**src/rtl/siso_shift_sequencer.sv**
```systemverilog
// Parallel-in/serial-out frame sequencer: IDLE -> SHIFT (FL bits) -> DONE -> IDLE, first bit one cycle after acceptance.
// Optional trailing even-parity bit when SISO_PARITY_EN is defined (FL = WIDTH+1); default build sends WIDTH data bits only.
module siso_shift_sequencer #(
   parameter int WIDTH     = 32,
   parameter bit MSB_FIRST = 1'b1
) (
   input  logic             Clk_In,
   input  logic             Reset_In,
   input  logic [WIDTH-1:0] Data_In,
   input  logic             Data_Valid_In,
   output logic             Data_Ready_Out,
   output logic             Serial_Data_Out,
   output logic             Shift_Enable_Out,
   output logic             Frame_Active_Out,
   output logic             Frame_Done_Out,
   output logic [5:0]       Bit_Count_Out
);

   typedef enum logic [1:0] {
      S_IDLE  = 2'd0,
      S_SHIFT = 2'd1,
      S_DONE  = 2'd2
   } state_t;

   localparam logic [5:0] LAST_DATA = 6'(WIDTH - 1);

   state_t           r_state, w_state_nxt;
   logic [WIDTH-1:0] r_shift, w_shift_nxt;
   logic             r_serial, w_serial_nxt;
   logic [5:0]       r_bit_cnt, w_bit_cnt_nxt;
   logic             w_last;

`ifdef SISO_PARITY_EN
   localparam logic [5:0] PAR_IDX = 6'(WIDTH);

   logic r_parity, w_parity_nxt;
   logic w_par_slot;

   assign w_last     = (r_bit_cnt == PAR_IDX);
   assign w_par_slot = (r_bit_cnt == LAST_DATA);
`else
   assign w_last = (r_bit_cnt == LAST_DATA);
`endif

   always_comb begin
      w_state_nxt      = r_state;
      w_shift_nxt      = r_shift;
      w_serial_nxt     = 1'b0;
      w_bit_cnt_nxt    = 6'd0;
`ifdef SISO_PARITY_EN
      w_parity_nxt     = r_parity;
`endif
      Data_Ready_Out   = 1'b0;
      Shift_Enable_Out = 1'b0;
      Frame_Active_Out = 1'b0;
      Frame_Done_Out   = 1'b0;

      case (r_state)
         S_IDLE: begin
            Data_Ready_Out = 1'b1;
            if (Data_Valid_In) begin
               // The first bit is loaded straight into the output register so it shows next cycle.
               w_state_nxt = S_SHIFT;
               if (MSB_FIRST) begin
                  w_serial_nxt = Data_In[WIDTH-1];
                  w_shift_nxt  = {Data_In[WIDTH-2:0], 1'b0};
               end else begin
                  w_serial_nxt = Data_In[0];
                  w_shift_nxt  = {1'b0, Data_In[WIDTH-1:1]};
               end
`ifdef SISO_PARITY_EN
               w_parity_nxt = ^Data_In;
`endif
            end
         end

         S_SHIFT: begin
            Shift_Enable_Out = 1'b1;
            Frame_Active_Out = 1'b1;
            if (w_last) begin
               w_state_nxt = S_DONE;
               w_shift_nxt = '0;
`ifdef SISO_PARITY_EN
            end else if (w_par_slot) begin
               w_serial_nxt  = r_parity;
               w_bit_cnt_nxt = r_bit_cnt + 6'd1;
`endif
            end else begin
               w_bit_cnt_nxt = r_bit_cnt + 6'd1;
               if (MSB_FIRST) begin
                  w_serial_nxt = r_shift[WIDTH-1];
                  w_shift_nxt  = {r_shift[WIDTH-2:0], 1'b0};
               end else begin
                  w_serial_nxt = r_shift[0];
                  w_shift_nxt  = {1'b0, r_shift[WIDTH-1:1]};
               end
            end
         end

         S_DONE: begin
            Frame_Active_Out = 1'b1;
            Frame_Done_Out   = 1'b1;
            w_state_nxt      = S_IDLE;
         end

         default: begin
            w_state_nxt = S_IDLE;
         end
      endcase
   end

   always_ff @(posedge Clk_In) begin
      if (Reset_In) begin
         r_state   <= S_IDLE;
         r_shift   <= '0;
         r_serial  <= 1'b0;
         r_bit_cnt <= 6'd0;
`ifdef SISO_PARITY_EN
         r_parity  <= 1'b0;
`endif
      end else begin
         r_state   <= w_state_nxt;
         r_shift   <= w_shift_nxt;
         r_serial  <= w_serial_nxt;
         r_bit_cnt <= w_bit_cnt_nxt;
`ifdef SISO_PARITY_EN
         r_parity  <= w_parity_nxt;
`endif
      end
   end

   assign Serial_Data_Out = r_serial;
   assign Bit_Count_Out   = r_bit_cnt;

endmodule
```
**config.mk**
```make
export PLATFORM = sky130hd
export DESIGN_NAME = siso_shift_sequencer
export DESIGN_NICKNAME = d
export VERILOG_FILES = /design/src/rtl/siso_shift_sequencer.sv
export SDC_FILE = /design/constraint.sdc
export NUM_CORES = 1
export LEC_CHECK = 0
export ABC_AREA = 0
export CAP_MARGIN = 40
export CORE_MARGIN = 3
export CORE_UTILIZATION = 30
export CTS_CLUSTER_DIAMETER = 100
export DETAILED_ROUTE_END_ITERATION = 8
export SYNTH_ARGS = -nofsm -noshare
export SYNTH_HDL_FRONTEND = slang
export SYNTH_SLANG_ARGS = --single-unit
```
**constraint.sdc**
```tcl
create_clock -name Clk_In -period 2 [get_ports Clk_In]
set_input_delay 0.6 -clock Clk_In [delete_from_list [all_inputs] [get_ports Clk_In]]
set_output_delay 0.6 -clock Clk_In [all_outputs]
set_load 0.1 [all_outputs]
```
* Word-level counts from Yosys, hierarchy flattened
Cells that the tools add are included.
** Word-level totals
- Logic and storage cells :: 30
- Input bits :: 35
- Flip-flop bits (word level) :: 41
** Operators by class
- Bitwise gates (word level) :: 1
- Mux-type cells :: 13
- $add $sub $neg :: 1
- Equal/unequal tests :: 5
- Reductions and logical operators :: 6
** Operators with widths (number)
- $mux W32 :: 2
- $pmux W32 S2 :: 1
- $add A6 B1 Y6 const B :: 1
- $eq A6 B5 Y1 const B :: 1
- $mux W1 :: 6
- $mux W2 :: 2
- $ne A2 B2 Y1 const B :: 2
- $pmux W2 S2 :: 1
- $reduce_and A2 Y1 :: 2
- $reduce_or A3 Y1 :: 1
- $eq A2 B1 Y1 const B :: 1
- $eq A2 B2 Y1 const B :: 1
- $logic_not A2 Y1 :: 1
- $pmux W1 S2 :: 1
- $reduce_bool A2 Y1 :: 1
- $reduce_or A2 Y1 :: 1
- $not A1 Y1 :: 1

* Logic depth before layout (Yosys ltp)
Gate-level depths: netlist of the first run.
- Depth in word-level cells :: 3
- Mapped depth :: 6
- Depth with buffers taken out :: 5

* Least setup slack after synthesis of the first run
Ideal clock, no wire load.
- Path kind :: reg2reg
- Start :: register r_state[0]
- End :: register r_shift[18]
- Required time :: 1863 ps
- Stages on the path, launching flop included :: 7
- Clock period less this slack :: 2192 ps
- Arrival :: 2056 ps
- Slack :: -192 ps
- Cell sequence :: dfxtp_1 > inv_1 > ha_1 > mux2_2 > buf_2 > o21ai_0 > a31oi_1
** On the way
- Cells in the longest elaborated chain, start to end :: 3
- Elaborated cells between the ends (all ways) :: 6
- Those cells by class :: eq/ne (2); mux (1); reduce/logical (3)
** RTL lines
- start: declaration :: line 27 : state_t r_state, w_state_nxt;
- start signal: assignment :: line 122 : r_state <= w_state_nxt;
- $eq A2 B1 Y1 or $logic_not A2 Y1 (tied branches) :: line 58 : case (r_state)
- $reduce_bool A2 Y1 (no source line) or $ne A2 B2 Y1 (tied branches)
- $reduce_and A2 Y1 (no source line)
- end signal: assignment :: line 123 : r_shift <= w_shift_nxt;
- end: declaration :: line 28 : logic [WIDTH-1:0] r_shift, w_shift_nxt;
Parallel ways exist; a longest one is shown, timed or not.
A chain may end at the register's enable or synchronous reset.

* Final worst setup path of the first run
- Start :: register r_state[0]
- End :: output Frame_Active_Out
** On the way
- Cells in the longest elaborated chain, start to end :: 3
- Elaborated cells between the ends (all ways) :: 4
- Those cells by class :: eq/ne (2); mux (1); reduce/logical (1)
** RTL lines
- $eq A2 B1 Y1 or $eq A2 B2 Y1 (tied branches) :: line 58
- $reduce_or A2 Y1 (no source line) (*)
- $mux W1 (*) :: line 58
- end: declaration :: line 14 : output logic Frame_Active_Out,
Every way passes the cells marked *; elsewhere a longest branch is shown, timed or not.

==> metrics.yaml, run 1 <==
cts:
  clk_pin_slew_ns: 0.08
  cts_root_buffer: "clkbuf_8"
  cts_buffers: 5
  holdBufCountCts: 0
  insertion_delay_ns: 0.30
  clockBufferDepth: 2
  post_cts_buffers: 0
  h-tree-depth: 2
  tritoncts: "yes"
  cts_resized: 0
  clock_sinks: 40
setup_path:
  crit_slowest_cell: "dfxtp_1"
  cpPeakStageDelay_ns: 0.36
  crit_type: "register to output port"
  worst_setup_path_start_kind: "register"
  path_buf_inv: 2
  end_kind: "output port"
  critical_path.top_delay_family: "flip-flops"
  cp_cell_sequence: "inv_1, ha_2, buf_12"
  required_ns: 1.40
  crit_fanout: 3
  critPathArrivalTime_ns: 1.26
drt:
  drcViolationCount: 0
  wl_um: 4580
  vias: 1793
  drtIter0Drc: 113
  viasPerCell: 5.29
  wl_per_cell_um: 13.5
  dr.pass1.iters: 4
  ant_nets: 0
placement:
  dp_hpwl_um: 2920
  placed_cells: 331
  gp_congestion: 0.716
  io_buffer_count: 45
  place_area_mm2: 0.00261
sta:
  fin_worst_skew_ns: 0.00761
  max_slew_margin_pct: 74.6
  fin_setup_tns_ns: 0
  maxSlewViolCount: 0
  period_needed_ns: 1.86
  hold_violations: 0
  max_freq_mhz: 537
  setup_viol: 0
  worst_pin_slew_ns: 0.380
  rsz0062_at_grt: "no"
  post-route-period-util_pct: 93.2
finish:
  layout-drive-gt1-share_pct: 14.0
  fill_cells: 614
  utilization_pct: 45.3
  syn_to_final_growth_pct: 43.0
  fin_area_mm2: 0.00276
  antenna_cells: 0
  seq_area_um2: 803
  stdcell_count: 339
  fin_nets: 302
  multi_input_area_mm2: 0.00102
global_route:
  grtUsageMet3_pct: 3.14
  grt_pass1_wl_um: 7580
  grt_usage_pct: 12.6
  antenna_found_initial: 0
  overflow: 0
  grt_pass1_vias: 1603
  use_met1_pct: 17.9
  grt_max_degree: 68
  grt_util_met2_pct: 17.9
  grt.busiest_layer: "met2"
job:
  maxCapViolations: 0
power:
  power_leakage_nw: 0.999
  peakVddDrop_mv: 0.774
  power_density_mw_per_mm2: 992
floorplan:
  die_x_um: 86.3
  die_area_mm2: 0.00744
  die_h_um: 86.3
  rows: 28
  initial_core_util_pct: 31.7
  ios: 46
  core_area_mm2: 0.00610
synth:
  syn-mean-instance-area_um2: 8.63
  syn-num-nets: 263
  synth_area_mm2: 0.00193
  synth_seq_cells: 40
  ys_warn_count: 0
  syn_inst: 224
  yosysSeqAreaShare_pct: 41.4
  yosysUniqueCellTypes: 28
hold_path:
  hold_path_class: "register to register"
outcome:
  status: "complete, no violations"
## routing by layer
metal	up-vias	share of wire, %
li1	910	-
met1	825	49
met2	52	43
met3	6	6.3
met4	0	1.8
met5	-	0
## worst register-to-register path, delay by kind of cell (launching register included)
family	cells	cell delay, ns
AOI/OAI and AO/OA	2	0.24
adders and majority gates	1	0.29
buffers and inverters	2	0.30
DFF	1	0.32
muxes	1	0.40
## cells in the mapped netlist
master	n	area, um^2
a2111oi_2	1	15.0
a211oi_1	2	15.0
a21o_1	1	7.51
a21oi_1	2	10.0
a31oi_1	30	188
and3_1	1	6.26
buf_1	1	3.75
buf_2	5	25.0
clkbuf_1	17	63.8
clkbuf_2	1	5.00
dfxtp_1	40	801
ha_1	4	50.1
inv_1	4	15.0
mux2_2	1	11.3
nand2_1	2	7.51
nand2b_1	31	194
nand3_1	4	20.0
nand4_2	1	12.5
nor2_1	1	3.75
nor2b_1	1	6.26
nor3_1	3	15.0
nor3b_1	1	7.51
o211a_1	2	20.0
o211ai_1	31	233
o21ai_0	32	160
o21ai_1	1	5.00
or3_1	1	6.26
xor2_1	3	26.3
## area by class of cell
type	count	share of cell area (%)
Timing Repair Buffer	56	24.2
Tap cell	75	3.40
Sequential cell	40	29.1
Clock inverter	3	3.26
Multi-Input combinational cell	156	37.1
Inverter	4	0.543
Clock buffer	5	2.49
## flip-flops by register name, summed over array words and instances, names as in the netlist
| register | cells |
|---|---|
| Bit_Count_Out | 6 |
| r_state | 2 |
| Serial_Data_Out | 1 |
| r_shift | 31 |
## cells in the final DEF (no fill, tap or decap), types with 3 or more instances in the layout
cell type | synthesis | routed
nand3_1 | 4 | 4
nand2b_1 | 31 | 31
xor2_1 | 3 | 3
bufinv_16 | 0 | 3
o211ai_1 | 31 | 31
o21ai_0 | 32 | 32
a31oi_1 | 30 | 30
clkdlybuf4s50_1 | 0 | 34
clkbuf_8 | 0 | 5
buf_4 | 0 | 9
nor3_1 | 3 | 3
buf_12 | 0 | 13
inv_1 | 4 | 4
dfxtp_1 | 40 | 38
## where the power goes
group	internal [W]	total (W)	switching, W	leakage (nW)
Sequential	0.000926	0.000990	0.0000640	0.331
Combinational	0.000361	0.000831	0.000469	0.589
Clock	0.000624	0.000922	0.000298	0.0784
Total	0.00191	0.00274	0.000831	0.999
## cell families (layout without fill, tap and decap cells)
logic type | Yosys count | count (layout) | synth area share (%)
compound gates | 102 | 102 | 33.8
xor+xnor | 3 | 3 | 1.36
fa+ha+maj | 4 | 4 | 2.59
buf+inv | 28 | 68 | 5.82
flops | 40 | 40 | 41.4
mux | 1 | 1 | 0.582
simple gates | 46 | 46 | 14.4
## stage by stage
step / hold slack, ns / power, W / worst slack [ns]
global placement: 0.464 / 0.00183 / 0.154
detailed placement: 0.469 / 0.00184 / 0.120
CTS: 0.480 / 0.00276 / 0.128
finish: 0.480 / 0.00274 / 0.137
floorplan: 0.450 / 0.00156 / 0.0169
global route: 0.503 / 0.00288 / 0.0820
## worst paths after layout
kind	from	endpoint	slack, ns	cells past startpoint
worst max-delay path	r_state[0]	Frame_Active_Out	0.14	3
worst min-delay path	Bit_Count_Out[0]	Bit_Count_Out[0]	0.48	1
worst max register to register	r_state[1]	r_shift[22]	0.33	6
worst min register to register	Bit_Count_Out[0]	Bit_Count_Out[0]	0.48	1
Note: power is estimated with default switching activity, not from simulation.
==> inputs of run 2 (changes only) <==
--- a/config.mk
+++ b/config.mk
@@ -10,7 +10,9 @@
 export CORE_MARGIN = 3
 export CORE_UTILIZATION = 30
 export CTS_CLUSTER_DIAMETER = 100
+export CTS_CLUSTER_SIZE = 8
 export DETAILED_ROUTE_END_ITERATION = 8
+export GPL_TIMING_DRIVEN = 0
 export SYNTH_ARGS = -nofsm -noshare
 export SYNTH_HDL_FRONTEND = slang
 export SYNTH_SLANG_ARGS = --single-unit
==> metrics.yaml, run 2 (same netlist as run 1, synthesis figures left out) <==
outcome:
  status: "complete, no violations"  # unchanged
setup_path:
  crit_slowest_cell: "clkdlybuf4s50_1"  # was dfxtp_1
  required_ns: 1.40  # about the same
  crit_cells: 2  # was 3
  critPathArrivalTime_ns: 1.35  # was 1.26 ns
  worst_setup_path_start_kind: "register"  # unchanged
  endpoint: "Bit_Count_Out[0]"  # was Frame_Active_Out
  r2r_slack_ns: 0.33  # about the same
  cpPeakStageDelay_ns: 0.51  # was 0.36 ns
  end_kind: "output port"  # unchanged
  reg2reg_to: "r_shift[14]"  # was r_shift[22]
  cp_cell_sequence: "clkdlybuf4s50_1, buf_8"  # was inv_1, ha_2, buf_12
  critical_path.top_delay_family: "buffers and inverters"  # was flip-flops
  crit_fanout: 4  # was 3
  crit_start: "Bit_Count_Out[0]"  # was r_state[0]
  r2r_cells: 6  # unchanged
  r2r-start: "r_state[1]"  # unchanged
  crit_type: "register to output port"  # unchanged
  path_buf_inv: 2  # unchanged
drt:
  wl_um: 5060  # was 4580 um
  drcViolationCount: 0  # unchanged
  drt-met1-wl_um: 2350  # was 2230 um
  ant_nets: 0  # unchanged
  drtIter0Drc: 79  # was 113
  viasPerCell: 5.36  # was 5.29
  met2WireLength_um: 2350  # was 1980 um
  highest_layer: "met4"  # unchanged
  met3WireLength_um: 302  # was 288 um
  vias: 1887  # was 1793
  wl_per_cell_um: 14.4  # was 13.5 um
  dr.pass1.iters: 4  # unchanged
cts:
  cts_buffers: 5  # unchanged
  clock_sinks: 40  # unchanged
  h-tree-depth: 2  # unchanged
  post_cts_buffers: 0  # unchanged
  clockBufferDepth: 2  # unchanged
  tritoncts: "yes"  # unchanged
  clk_pin_slew_ns: 0.07  # was 0.08 ns
  insertion_delay_ns: 0.29  # was 0.30 ns
  cts_root_buffer: "clkbuf_8"  # unchanged
global_route:
  antenna_found_initial: 0  # unchanged
  grt_usage_pct: 14.4  # was 12.6%
  overflow: 0  # unchanged
  grt_max_degree: 11  # was 68
  grt_pass1_wl_um: 8680  # was 7580 um
  grt_pass1_vias: 1761  # was 1603
finish:
  max_flop_register: "r_shift"  # unchanged
  fin_area_mm2: 0.00270  # was 0.00276 mm^2
  fill_cells: 612  # was 614
  fin_nets: 318  # was 302
  largest_register_ffs: 31  # unchanged
  syn_to_final_growth_pct: 39.6  # was 43.0%
  most-common-layout-cells: "clkdlybuf4s50_1, dfxtp_1, o21ai_0, o211ai_1, nand2b_1"  # was dfxtp_1, clkdlybuf4s50_1, o21ai_0, o211ai_1, nand2b_1
  layout_commonest_cell: "clkdlybuf4s50_1"  # was dfxtp_1
  utilization_pct: 44.3  # was 45.3%
  antenna_cells: 0  # unchanged
  layout-drive-gt1-share_pct: 12.6  # was 14.0%
floorplan:
  die_h_um: 86.3  # unchanged
  die_area_mm2: 0.00744  # unchanged
  initial_core_util_pct: 31.7  # unchanged
  die_x_um: 86.3  # unchanged
  ios: 46  # unchanged
  rows: 28  # unchanged
  core_area_mm2: 0.00610  # unchanged
power:
  switching_share_pct: 35.3  # was 30.3%
  power_density_mw_per_mm2: 864  # was 992 mW/mm^2
  seqPwrFrac_pct: 42.6  # was 36.1%
  clock_power_share_pct: 20.7  # was 33.6%
  power_leakage_nw: 0.957  # was 0.999 nW
  p_comb_share_pct: 36.7  # was 30.3%
  switching_power_w: 0.000822  # was 0.000831 W
  peakVddDrop_mv: 0.640  # was 0.774 mV
  p_int_w: 0.00151  # was 0.00191 W
placement:
  place_area_mm2: 0.00264  # was 0.00261 mm^2
  dp_hpwl_um: 3580  # was 2920 um
  io_buffer_count: 44  # was 45
  gp_congestion: 0.750  # was 0.716
sta:
  hold_violations: 0  # unchanged
  max_slew_margin_pct: 68.8  # was 74.6%
  max_freq_mhz: 513  # was 537 MHz
  fin_worst_skew_ns: 0.00552  # was 0.00761 ns
  setup_viol: 0  # unchanged
  worst_pin_slew_ns: 0.468  # was 0.380 ns
  period_needed_ns: 1.95  # was 1.86 ns
  rsz0062_at_grt: "no"  # unchanged
  maxSlewViolCount: 0  # unchanged
  post-route-period-util_pct: 97.5  # was 93.2%
job:
  maxCapViolations: 0  # unchanged
hold_path:
  hold_path_class: "register to register"  # unchanged
-- run 2: layer usage --
| layer | global-route usage [%] | up-vias |
|---|---|---|
| met1 | 20.2 | 884 |
| met3 | 3.80 | 6 |
| met5 | 0 | - |
| met4 | 4.25 | 0 |
| met2 | 21.5 | 55 |
| li1 | - | 942 |
-- run 2: through the flow --
| step | power, W | TNS [ns] | instances | setup slack [ns] | hold WS [ns] |
|---|---|---|---|---|---|
| after floorplan | 0.00156 | 0 | 224 | 0.0169 | 0.450 |
| after global placement | 0.00177 | -4.46 | 343 | -0.454 | 0.432 |
| after detailed placement | 0.00185 | -2.37 | 354 | -0.106 | 0.433 |
| after CTS | 0.00235 | 0 | 353 | 0.0209 | 0.441 |
| after global routing | 0.00248 | 0 | 352 | 0.0180 | 0.462 |
| final | 0.00233 | 0 | 352 | 0.0507 | 0.443 |
-- run 2: worst reg2reg max path, delay by kind of cell (launching register included) --
family                   cells  cell delay [ns]
AO/OA/AOI/OAI                2             0.37
buffers and inverters        3             0.70
adder cells (fa/ha/maj)      1             0.20
flip-flops                   1             0.32
-- run 2: how the worst min path moves through the flow --
stage,depth (start not counted),to,start
2_1_floorplan,2,r_shift[1],r_shift[1]
3_3_place_gp,1,Bit_Count_Out[0],Bit_Count_Out[0]
3_5_place_dp,1,Bit_Count_Out[0],Bit_Count_Out[0]
4_1_cts,1,Bit_Count_Out[0],Bit_Count_Out[0]
5_1_grt,1,Bit_Count_Out[0],Bit_Count_Out[0]
6_report,1,Bit_Count_Out[0],Bit_Count_Out[0]
-- run 2: layout make-up --
| class | count | area [um^2] | area share, % |
|---|---|---|---|
| multi-input combinational | 156 | 1040 | 38.7 |
| tap | 75 | 93.8 | 3.48 |
| clock buffer | 5 | 68.8 | 2.55 |
| inverter | 4 | 15.0 | 0.556 |
| timing repair buffer | 48 | 571 | 21.1 |
| buffer | 24 | 97.6 | 3.62 |
| sequential | 40 | 808 | 29.9 |
-- run 2: timing repair --
action,4_1_cts,5_1_grt
endpoints found under the setup margin,7,1
hold buffers,0,0
resized for setup,15,0
endpoints found under the hold margin,0,0
-- run 2: power groups by stage --
stage	clock network, W	registers [W]	logic (W)
finish	0.000482	0.000994	0.000855
global route	0.000538	0.00101	0.000934
CTS	0.000495	0.000991	0.000862
detailed placement	0	0.00100	0.000848
global placement	0	0.00100	0.000765
floorplan	0	0.00102	0.000538
==> inputs of run 3 (changes only) <==
--- a/config.mk
+++ b/config.mk
@@ -7,12 +7,12 @@
 export LEC_CHECK = 0
 export ABC_AREA = 0
 export CAP_MARGIN = 40
-export CORE_MARGIN = 3
 export CORE_UTILIZATION = 30
 export CTS_CLUSTER_DIAMETER = 100
 export CTS_CLUSTER_SIZE = 8
 export DETAILED_ROUTE_END_ITERATION = 8
 export GPL_TIMING_DRIVEN = 0
+export REMOVE_ABC_BUFFERS = 1
 export SYNTH_ARGS = -nofsm -noshare
 export SYNTH_HDL_FRONTEND = slang
 export SYNTH_SLANG_ARGS = --single-unit
==> metrics.yaml, run 3 (same netlist as run 1, synthesis figures left out) <==
drt:
  ant_nets: 0  # unchanged
  wl_per_cell_um: 14.4  # about the same
  dr.pass1.iters: 4  # unchanged
  highest_layer: "met4"  # unchanged
  vias: 1834  # was 1887
  met2WireLength_um: 2400  # was 2350 um
  drtIter0Drc: 119  # was 79
  viasPerCell: 5.33  # was 5.36
  drcViolationCount: 0  # unchanged
  met3WireLength_um: 182  # was 302 um
  wl_um: 4960  # was 5060 um
  drt-met1-wl_um: 2330  # was 2350 um
sta:
  maxSlewViolCount: 0  # unchanged
  fin_worst_skew_ns: 0.00664  # was 0.00552 ns
  setup_viol: 0  # unchanged
  period_needed_ns: 1.92  # was 1.95 ns
  max_slew_margin_pct: 76.4  # was 68.8%
  rsz0062_at_grt: "no"  # unchanged
  hold_violations: 0  # unchanged
  post-route-period-util_pct: 95.9  # was 97.5%
  finalWorstSetupSlack_ns: 0.0815  # was 0.0507 ns
  max_freq_mhz: 521  # was 513 MHz
  worst_pin_slew_ns: 0.352  # was 0.468 ns
  whs_ns: 0.495  # was 0.443 ns
finish:
  fin_area_mm2: 0.00285  # was 0.00270 mm^2
  largest_register_ffs: 31  # unchanged
  fin_nets: 307  # was 318
  syn_to_final_growth_pct: 47.2  # was 39.6%
  most-common-layout-cells: "dfxtp_1, clkdlybuf4s50_1, o21ai_0, o211ai_1, nand2b_1"  # was clkdlybuf4s50_1, dfxtp_1, o21ai_0, o211ai_1, nand2b_1
  max_flop_register: "r_shift"  # unchanged
  antenna_cells: 0  # unchanged
  layout-drive-gt1-share_pct: 15.6  # was 12.6%
  stdcell_count: 344  # was 352
floorplan:
  core_area_mm2: 0.00606  # was 0.00610 mm^2
  ios: 46  # unchanged
  rows: 28  # unchanged
  die_x_um: 82.3  # was 86.3 um
  die_area_mm2: 0.00677  # was 0.00744 mm^2
  initial_core_util_pct: 31.9  # was 31.7%
  die_h_um: 82.3  # was 86.3 um
outcome:
  status: "complete, no violations"  # unchanged
placement:
  dp_hpwl_um: 2950  # was 3580 um
  place_ws_ns: -0.344  # was -0.106 ns
  placed_cells: 336  # was 354
  gp_congestion: 0.724  # was 0.750
  io_buffer_count: 45  # was 44
  place_area_mm2: 0.00267  # was 0.00264 mm^2
setup_path:
  required_ns: 1.40  # about the same
  crit_type: "register to output port"  # unchanged
  critPathArrivalTime_ns: 1.32  # was 1.35 ns
  cp_cell_sequence: "inv_2, ha_4, dlygate4sd2_1, buf_12"  # was clkdlybuf4s50_1, buf_8
  cpPeakStageDelay_ns: 0.37  # was 0.51 ns
  crit_fanout: 3  # was 4
  r2r_slack_ns: 0.14  # was 0.33 ns
  critical_path.top_delay_family: "buffers and inverters"  # unchanged
  end_kind: "output port"  # unchanged
  reg2reg_to: "r_state[0]"  # was r_shift[14]
  r2r-start: "Bit_Count_Out[0]"  # was r_state[1]
  worst_setup_path_start_kind: "register"  # unchanged
  crit_slowest_cell: "dfxtp_2"  # was clkdlybuf4s50_1
  crit_cells: 4  # was 2
  path_buf_inv: 3  # was 2
  r2r_cells: 5  # was 6
cts:
  cts_root_buffer: "clkbuf_8"  # unchanged
  tritoncts: "yes"  # unchanged
  clockBufferDepth: 2  # unchanged
  clk_pin_slew_ns: 0.07  # about the same
  h-tree-depth: 2  # unchanged
  insertion_delay_ns: 0.29  # about the same
  cts_buffers: 5  # unchanged
  clock_sinks: 40  # unchanged
power:
  power_density_mw_per_mm2: 855  # was 864 mW/mm^2
  peakVddDrop_mv: 0.556  # was 0.640 mV
  power_leakage_nw: 1.06  # was 0.957 nW
hold_path:
  hold_path.startpoint: "r_shift[16]"  # was Bit_Count_Out[0]
  whs_endpoint: "r_shift[17]"  # was Bit_Count_Out[0]
  hold_path_class: "register to register"  # unchanged
  holdPathStages: 2  # was 1
job:
  maxCapViolations: 0  # unchanged
global_route:
  overflow: 0  # unchanged
  grt_pass1_wl_um: 8250  # was 8680 um
  antenna_found_initial: 0  # unchanged
  grt_usage_pct: 15.8  # was 14.4%
  grt_max_degree: 49  # was 11
  grt_pass1_vias: 1772  # was 1761
## run 3: cell count changes in the layout (fill, tap and decap cells not counted), sizes merged
cell           before  now
buf                17   22
clkbuf             23    8
clkdlybuf4s15       0    1
clkdlybuf4s50      37   35
dlygate4sd2         0    1
dlymetal6s2s        0    2
## run 3: worst max path at each step
stage                                 from          endpoint  slack [ns]
after floorplan                 r_state[1]       r_shift[19]       -1.29
after global placement          r_state[1]  Shift_Enable_Out       -2.02
after detailed placement  Bit_Count_Out[5]  Bit_Count_Out[5]       -0.34
after CTS                       r_state[1]        r_shift[4]       0.006
after global routing      Bit_Count_Out[0]        r_state[0]        0.02
final                           r_state[0]    Data_Ready_Out        0.08
## run 3: timing repair
item | CTS | global route
setup buffers | 2 | 4
endpoints found under the hold margin | 0 | 0
pin swaps | 1 | 1
resized for setup | 24 | 6
hold buffers | 0 | 0
cloned | 0 | 0
setup endpoints to repair | 33 | 34
## run 3: per-layer routing
layer / vias to the layer above / GRT usage, %
met5: - / 0
met4: 0 / 5.26
met1: 868 / 20.5
met3: 4 / 2.97
li1: 921 / -
met2: 41 / 26.4
## run 3: where the power goes
group | switching (W) | internal (W)
clock network | 0.000275 | 0.000282
logic | 0.000492 | 0.000393
registers | 0.0000663 | 0.000925
## run 3: worst min-delay path: cells and delay by family (launching register included)
family / cells / cell delay [ns]
flip-flops: 1 / 0.31
AO/OA/AOI/OAI: 2 / 0.14
## run 3: cell type report
class	instances	area, um^2
Fill cell	605	3220
Inverter	4	15.0
Timing Repair Buffer	61	776
Multi-Input combinational cell	156	1060
Clock buffer	8	90.1
Tap cell	75	93.8
Sequential cell	40	810
## run 3: per-stage QoR
stage	power [W]	utilization, %	setup TNS [ns]
6_report	0.00243	46.9	0
2_1_floorplan	0.00152	-	-46.82
3_3_place_gp	0.00171	39.3	-57.78
5_1_grt	0.00258	46.9	0
4_1_cts	0.00243	46.0	0
3_5_place_dp	0.00184	44.1	-2.25
